## config.mk

```make
export PLATFORM = sky130hd
export DESIGN_NAME = seq_mult
export DESIGN_NICKNAME = d
export VERILOG_FILES = /design/src/rtl/seq_mult_pkg.sv /design/src/rtl/mult_step.sv /design/src/rtl/seq_mult.sv
export SDC_FILE = /design/constraint.sdc
export NUM_CORES = 1
export LEC_CHECK = 0
export BUFFER_PORTS_ARGS = -buffer_cell sky130_fd_sc_hd__buf_2
export CORE_MARGIN = 2
export CORE_UTILIZATION = 25
export CTS_CLUSTER_DIAMETER = 150
export CTS_CLUSTER_SIZE = 28
export DETAILED_ROUTE_END_ITERATION = 8
export GPL_TIMING_DRIVEN = 0
export PLACE_DENSITY = 0.5
export SLEW_MARGIN = 10
export SYNTH_ARGS = -nofsm -noshare
export SYNTH_HDL_FRONTEND = slang
export SYNTH_SLANG_ARGS = --single-unit
```

## constraint.sdc

```tcl
create_clock -name clk -period 2.7 [get_ports clk]
set_input_delay 0.135 -clock clk [delete_from_list [all_inputs] [get_ports clk]]
set_output_delay 0.135 -clock clk [all_outputs]
set_load 0.01 [all_outputs]
```

## src/rtl/seq_mult_pkg.sv

```systemverilog
// Shared types and helpers for the iterative shift-add multiplier.
package seq_mult_pkg;

   typedef enum logic [1:0] {
      IDLE,
      BUSY,
      DONE
   } state_e;

   // Widest operand the magnitude helper can carry.
   localparam int MAXW = 64;

   // Bits needed to count 0..n-1 (never less than one).
   function automatic int cnt_w(input int n);
      return (n <= 2) ? 1 : $clog2(n);
   endfunction

   // Two's-complement magnitude of a sign-extended value when neg is set.
   function automatic logic [MAXW:0] abs_w(
      input logic [MAXW:0] v,
      input logic          neg
   );
      return neg ? -v : v;
   endfunction

endpackage

```

## src/rtl/mult_step.sv

```systemverilog
// One shift-add iteration: adds |a| * (K multiplier bits) << shamt.
module mult_step
   import seq_mult_pkg::*;
#(
   parameter int W = 4,
   parameter int K = 1,
   localparam int AW = 2 * W + 1,
   localparam int SW = cnt_w(AW)
) (
   input  logic [AW-1:0] acc,
   input  logic [W:0]    a_mag,
   input  logic [K-1:0]  b_bits,
   input  logic [SW-1:0] shamt,
   output logic [AW-1:0] acc_next
);

   logic [AW-1:0] pp;

   always_comb begin
      pp       = AW'(a_mag) * AW'(b_bits);
      acc_next = acc + (pp << shamt);
   end

endmodule

```

## src/rtl/seq_mult.sv

```systemverilog
// Iterative W x W multiplier retiring K multiplier bits per cycle,
// with signed/unsigned mode and valid/ready on both sides.
module seq_mult
   import seq_mult_pkg::*;
#(
   parameter int W = 4,
   parameter int K = 1
) (
   input  logic           clk,
   input  logic           rst,
   input  logic           in_valid,
   output logic           in_ready,
   input  logic [W-1:0]   a,
   input  logic [W-1:0]   b,
   input  logic           signed_mode,
   output logic           out_valid,
   input  logic           out_ready,
   output logic [2*W-1:0] z,
   output logic           busy
);

   localparam int STEPS = W / K;
   localparam int CW    = cnt_w(STEPS);
   localparam int AW    = 2 * W + 1;
   localparam int SW    = cnt_w(AW);
   localparam int MW    = MAXW + 1;

   generate
      if (W < 2 || K < 1 || K > W || (W % K) != 0 || W >= MAXW) begin : g_bad_cfg
         $error("seq_mult: illegal W/K combination");
      end
   endgenerate

   state_e         state_q, state_d;
   logic [CW-1:0]  cnt_q, cnt_d;
   logic [AW-1:0]  acc_q, acc_d;
   logic [AW-1:0]  acc_nx;
   logic [W:0]     a_q, a_d;
   logic [W-1:0]   b_q, b_d;
   logic           neg_q, neg_d;
   logic [2*W-1:0] z_q, z_d;
   logic [SW-1:0]  shamt;
   logic           a_neg, b_neg;

   assign shamt = SW'(cnt_q) * SW'(K);

   mult_step #(
      .W(W),
      .K(K)
   ) u_step (
      .acc      (acc_q),
      .a_mag    (a_q),
      .b_bits   (b_q[K-1:0]),
      .shamt    (shamt),
      .acc_next (acc_nx)
   );

   always_comb begin
      state_d = state_q;
      cnt_d   = cnt_q;
      acc_d   = acc_q;
      a_d     = a_q;
      b_d     = b_q;
      neg_d   = neg_q;
      z_d     = z_q;
      a_neg   = signed_mode & a[W-1];
      b_neg   = signed_mode & b[W-1];
      unique case (state_q)
         IDLE: begin
            if (in_valid) begin
               // |b| never needs bit W: the largest signed magnitude is 2^(W-1).
               a_d     = (W+1)'(abs_w(MW'({a_neg, a}), a_neg));
               b_d     = W'(abs_w(MW'({b_neg, b}), b_neg));
               neg_d   = a_neg ^ b_neg;
               acc_d   = '0;
               cnt_d   = '0;
               state_d = BUSY;
            end
         end
         BUSY: begin
            acc_d = acc_nx;
            cnt_d = cnt_q + CW'(1);
            b_d   = b_q >> K;
            if (cnt_q == CW'(STEPS - 1)) begin
               z_d     = (2*W)'(neg_q ? -acc_nx : acc_nx);
               state_d = DONE;
            end
         end
         DONE: begin
            if (out_ready) state_d = IDLE;
         end
         default: state_d = IDLE;
      endcase
   end

   always_ff @(posedge clk or posedge rst) begin
      if (rst) begin
         state_q <= IDLE;
         cnt_q   <= '0;
         acc_q   <= '0;
         a_q     <= '0;
         b_q     <= '0;
         neg_q   <= 1'b0;
         z_q     <= '0;
      end else begin
         state_q <= state_d;
         cnt_q   <= cnt_d;
         acc_q   <= acc_d;
         a_q     <= a_d;
         b_q     <= b_d;
         neg_q   <= neg_d;
         z_q     <= z_d;
      end
   end

   assign in_ready  = (state_q == IDLE);
   assign busy      = (state_q == BUSY);
   assign out_valid = (state_q == DONE);
   assign z         = z_q;

endmodule

```

[After elaboration in Yosys (flattened, before gate mapping)]
Index checks and enable logic that the tools add are counted.
Word-level totals
  logic and storage cells: 42
  output and inout bits: 11
  flip-flop bits (word level): 31
  input bits: 13
Operators by class
  $add $sub $neg: 5
  multiplexer cells: 13
  bitwise gates (word level): 3
  equality and inequality tests: 6
  reductions and logical operators: 6
  multiply operators: 1
  shift-type cells: 1
Operators by type and width (count)
  9-bit one-hot mux with 2 select lines: 1
  9-bit adder: 1
  9-bit two-way mux: 1
  6-bit by 2-bit left shift with 9-bit output: 1
  2-bit two-way mux: 4
  4-bit two-way mux: 2
  8-bit two-way mux: 1
  8-bit negator: 1
  4-bit one-hot mux with 2 select lines: 1
  5-bit by 1-bit multiplier with 6-bit output: 1
  2-bit one-hot mux with 3 select lines: 1
  2-bit AND reduction: 3
  5-bit two-way mux: 1
  5-bit negator: 1
  2-bit equality test, second input constant: 2
  2-bit by 1-bit inequality test with 1-bit output, second input constant: 2
  4-bit negator: 1
  2-bit one-hot mux with 2 select lines: 1
  3-bit AND reduction: 1
  2-bit by 1-bit adder with 2-bit output, second input constant: 1
  1-bit AND: 2
  2-bit by 1-bit equality test with 1-bit output, second input constant: 1
  2-bit zero test: 1
  2-bit inequality test, second input constant: 1
  2 further kinds: 2

[Logic depth before layout (Yosys ltp)]
  depth after elaboration: 5
  mapped depth: 12
  mapped depth without buffers: 11

[Modules after synthesis]
Synthesis repeated with hierarchy kept, for this count alone.
Second synthesis, totals
  cell total of the unflattened synthesis: 241
  area total of the unflattened synthesis: 2110.8 µm²
By module, submodules not included
  seq_mult: cells each 159, area each 1487.7 µm², times used 1, seq. area each 775.7 µm²
  mult_step: cells each 82, area each 623.1 µm², times used 1, seq. area each 0.0 µm²

[Least setup slack after synthesis]
OpenSTA, ideal clock, no wires.
  path kind: register -> register
  start: register cnt_q[0]
  end: register z_q[5] (netlist: z[5])
  arrival time: 2.624 ns
  stages on the path, launching flop included: 11
  path slack: -0.049 ns
  cell sequence: dfrtp_1 > buf_1 > nor4b_1 > ha_1 > fa_1 > a211o_1 > and3_4 > o221ai_1 > nand2_1 > xnor2_1 > mux2_2
On the way
  word-level cells in the longest chain between the ends: 4
  elaborated cells between the ends (all ways): 6
  those cells by class: add/sub: 2; eq/ne: 1; shift: 1; mux: 1; reduce/logical: 1
Ends and longest elaborated chain
  from (decl): line seq_mult.sv:35  | logic [CW-1:0] cnt_q, cnt_d;
  from (signal assigned): line seq_mult.sv:107  | cnt_q <= cnt_d;
  6-bit by 2-bit left shift with 9-bit output: line mult_step.sv:21  | acc_next = acc + (pp << shamt);
  9-bit adder: line mult_step.sv:21
  8-bit negator: line seq_mult.sv:85  | z_d = (2*W)'(neg_q ? -acc_nx : acc_nx);
  8-bit two-way mux: line seq_mult.sv:85
  to (signal assigned): line seq_mult.sv:112  | z_q <= z_d;
  to (decl): line seq_mult.sv:41  | logic [2*W-1:0] z_q, z_d;
Parallel ways exist; a longest one is shown, timed or not.
A chain may end at the register's enable or synchronous reset.

[Worst setup path after layout]
Ends and elaborated chain as after synthesis.

==> flow_summary.toml <==
[timing]
hold_ws_ns = -0.0731
worst_slack_ns = 0.0208
finalHoldViolations = 30
rsz0062_at_grt = "true"
finalSetupTns_ns = 0
worst_pin_slew_ns = 0.644
layout_min_cycle_time_ns = 2.68
relSlewSlack_pct = 57.0
finalMaxSlewViolations = 0
fmax_ghz = 0.373
fin_crit_sh_pct = 99.2
finClkSkew_ns = 0.00444
finalSetupViolCount = 0

[global_route]
met1_usage_pct = 14.6
met2_usage_pct = 18.3
grt_first_pass_wirelength_um = 7600
grt-busiest-layer = "met2"
grtUsageTotal_pct = 11.4
grt_pass1_vias = 1566
gr-total-overflow = 0
grt_start_max_net_pins = 31
met3_usage_pct = 2.74
grt_antenna_before_repair = 0

[layout]
fin_util_pct = 34.4
layout-drive-gt1-share_pct = 31.9
final_nets = 279
final_area_um2 = 2520
syn2layout_area_growth_pct = 32.1
fin_cells = 353
antenna_cells = 0

[setup_path]
cp.required_ns = 2.87
critical_path.endpoint_type = "flop"
arrival_ns = 2.85
cp_max_fo = 4
worstSetupPathType = "reg -> reg"
r2r_setup_slack_ns = 0.02
startpoint_type = "flop"

[cts]
cts_buffers = 5
root_buffer = "clkbuf_8"
cts_tree = "done"
clock_sinks = 30
clkLatencyLatePin_ns = 0.29
clk_pin_slew_ns = 0.07
cts_max_level = 2
clock_path_buffers = 2

[logic_synthesis]
syn_area_um2 = 1910
yosysTopAreaCell = "dfrtp_1"
synth_flop_cell = "dfrtp_1"
postSynthCellCount = 211
synthTopCellsByArea = "dfrtp_1 39%, ha_1 7.9%, nand2_1 7.3%"
synth.net_count = 237
yosys.area.top_type_share_pct = 39.3
syn_avg_cell_area_um2 = 9.06
ys_types = 45
async_reset_ff_share_pct = 100
ys_ff_latch = 30
yosysSeqAreaShare_pct = 39.3
synth_edf_count = 0
synth-warning-count = 0

[floorplanning]
die_x_um = 91.5
coreArea_um2 = 7330
die-area_um2 = 8360
fp.dieH_um = 91.5
initial_core_util_pct = 26.1
ios = 24
std_cell_rows = 31

[power_and_ir_drop]
power_density_nw_per_um2 = 1280
p_sw_share_pct = 45.1
seqPwrFrac_pct = 24.3
p_comb_share_pct = 63.6
intPower_mw = 1.77
p_sw_mw = 1.46
power.total_mw = 3.23
p_clk_share_pct = 12.1
ir_drop_v = 0.000537
leakage_nw = 1.14

[run_status]
violations = "hold timing"
status = "finished with violations"

[place]
place.gp.congestion = 0.758
place_area_um2 = 2150
post-dp-hpwl_um = 3200
port_buffers = 23
dpl_worst_slack_ns = -0.152
dp.cells = 333

[routing]
avgViaCountPerCell = 4.71
first_iter_violations = 74
vias = 1661
antenna_left = 0
route.detailed.drc = 0
wl_per_cell_um = 13.6
drt_wl_total_um = 4800
drt_first_pass_iters = 4

[worst_hold_path]
hp-class = "in -> async"

[run]
cap_viol_max_count = 0
area by class of cell:
| class | instances | area [um2] |
|---|---|---|
| fillers | 758 | 4810 |
| multi-input cells | 161 | 1260 |
| flip-flops and latches | 30 | 751 |
| repair buffers | 35 | 205 |
| well taps | 99 | 124 |
| clock buffers | 6 | 82.6 |
| plain buffers | 9 | 48.8 |
| inverters | 11 | 41.3 |
| clock inverters | 2 | 12.5 |
power by group through the flow:
stage               Sequential, mW  Clock, mW  Combinational, mW
global route                 0.810      0.419               2.26
floorplan                    0.761          0               1.17
global placement             0.765          0               1.55
detailed placement           0.768          0               1.56
CTS                          0.761      0.401               1.71
finish                       0.783      0.391               2.06
state kept, by name, summed over array words and instances (netlist names):
name and cells:
neg_q 1, acc_q 8, b_q 4, z 8
state_q 2, a_q 5, cnt_q 2
kinds of logic after synthesis:
kind of cell / share of synthesized area [%]
buf+inv: 3.99
fa+ha+maj: 8.90
simple gates: 19.6
compound gates: 17.0
mux: 4.84
xor+xnor: 6.41
flops: 39.3
cells in the mapped netlist (all sizes together), types with 2 or more instances:
| library cell | number |
|---|---|
| nand2 | 37 |
| dfrtp | 30 |
| o21ai | 22 |
| nand3 | 13 |
| ha | 12 |
| nor2 | 12 |
| inv | 10 |
| mux2i | 7 |
| xnor2 | 7 |
| xor2 | 7 |
| clkbuf | 6 |
| nand2b | 5 |
| o211ai | 5 |
| a21oi | 3 |
| buf | 3 |
| o31ai | 3 |
| a211oi | 2 |
| and3 | 2 |
| mux2 | 2 |
| nand4 | 2 |
| nor2b | 2 |
| nor3 | 2 |
| nor3b | 2 |
path summary, 6_finish.rpt:
| kind | startpoint | end | cells after the start |
|---|---|---|---|
| worst min register to register | z[2] | z[2] | 2 |
| min in group clk | out_ready | state_q[1] | 2 |
| max in group asynchronous | rst | z[5] | 2 |
| worst min-delay path | rst | state_q[1] | 2 |
| worst max-delay path | cnt_q[0] | z[5] | 11 |
| worst max register to register | cnt_q[0] | z[5] | 11 |
routing by layer:
layer	up-vias	part of all wire [%]
li1	815	-
met1	794	44
met2	42	49
met3	10	4.5
met4	0	1.9
met5	-	0
worst max-delay path: stages (launching register included):
cell and delay, ns:
dfrtp_1 0.39, buf_6 0.14, mux2i_2 0.14, nor3_2 0.29, ha_1 0.32, a211oi_4 0.36, buf_4 0.17, nor3b_2 0.05
o221ai_2 0.21, nand2_1 0.09, xnor2_1 0.14, mux2_2 0.26
cells in the final DEF, fill, tap and decap left out, types with 2 or more instances in the layout:
| master | netlist | routed |
|---|---|---|
| a21oi_2 | 1 | 2 |
| buf_2 | 1 | 23 |
| buf_4 | 0 | 12 |
| buf_6 | 0 | 2 |
| clkbuf_1 | 6 | 6 |
| clkbuf_8 | 0 | 6 |
| dfrtp_1 | 30 | 30 |
| ha_1 | 12 | 8 |
| ha_4 | 0 | 3 |
| inv_1 | 10 | 8 |
| inv_2 | 0 | 2 |
| mux2i_1 | 7 | 4 |
| mux2i_4 | 0 | 2 |
| nand2_1 | 37 | 37 |
| nand2b_1 | 5 | 5 |
| nand3_1 | 13 | 13 |
| nand4_1 | 2 | 2 |
| nor2_1 | 12 | 10 |
| nor2_2 | 0 | 2 |
| nor3_2 | 0 | 2 |
| o211ai_1 | 5 | 5 |
| o21ai_0 | 19 | 19 |
| o21ai_1 | 2 | 2 |
| o31ai_1 | 2 | 2 |
| xnor2_1 | 7 | 6 |
| xor2_1 | 7 | 6 |
timing repair:
item | CTS | global route
setup buffers | 4 | 8
gates resized for setup | 9 | 27
hold buffers | 0 | 0
endpoints found under the setup margin | 4 | 6
hold endpoints to repair | 0 | 0
pin swaps | 3 | 18
Power figures use the tool's default switching activity.
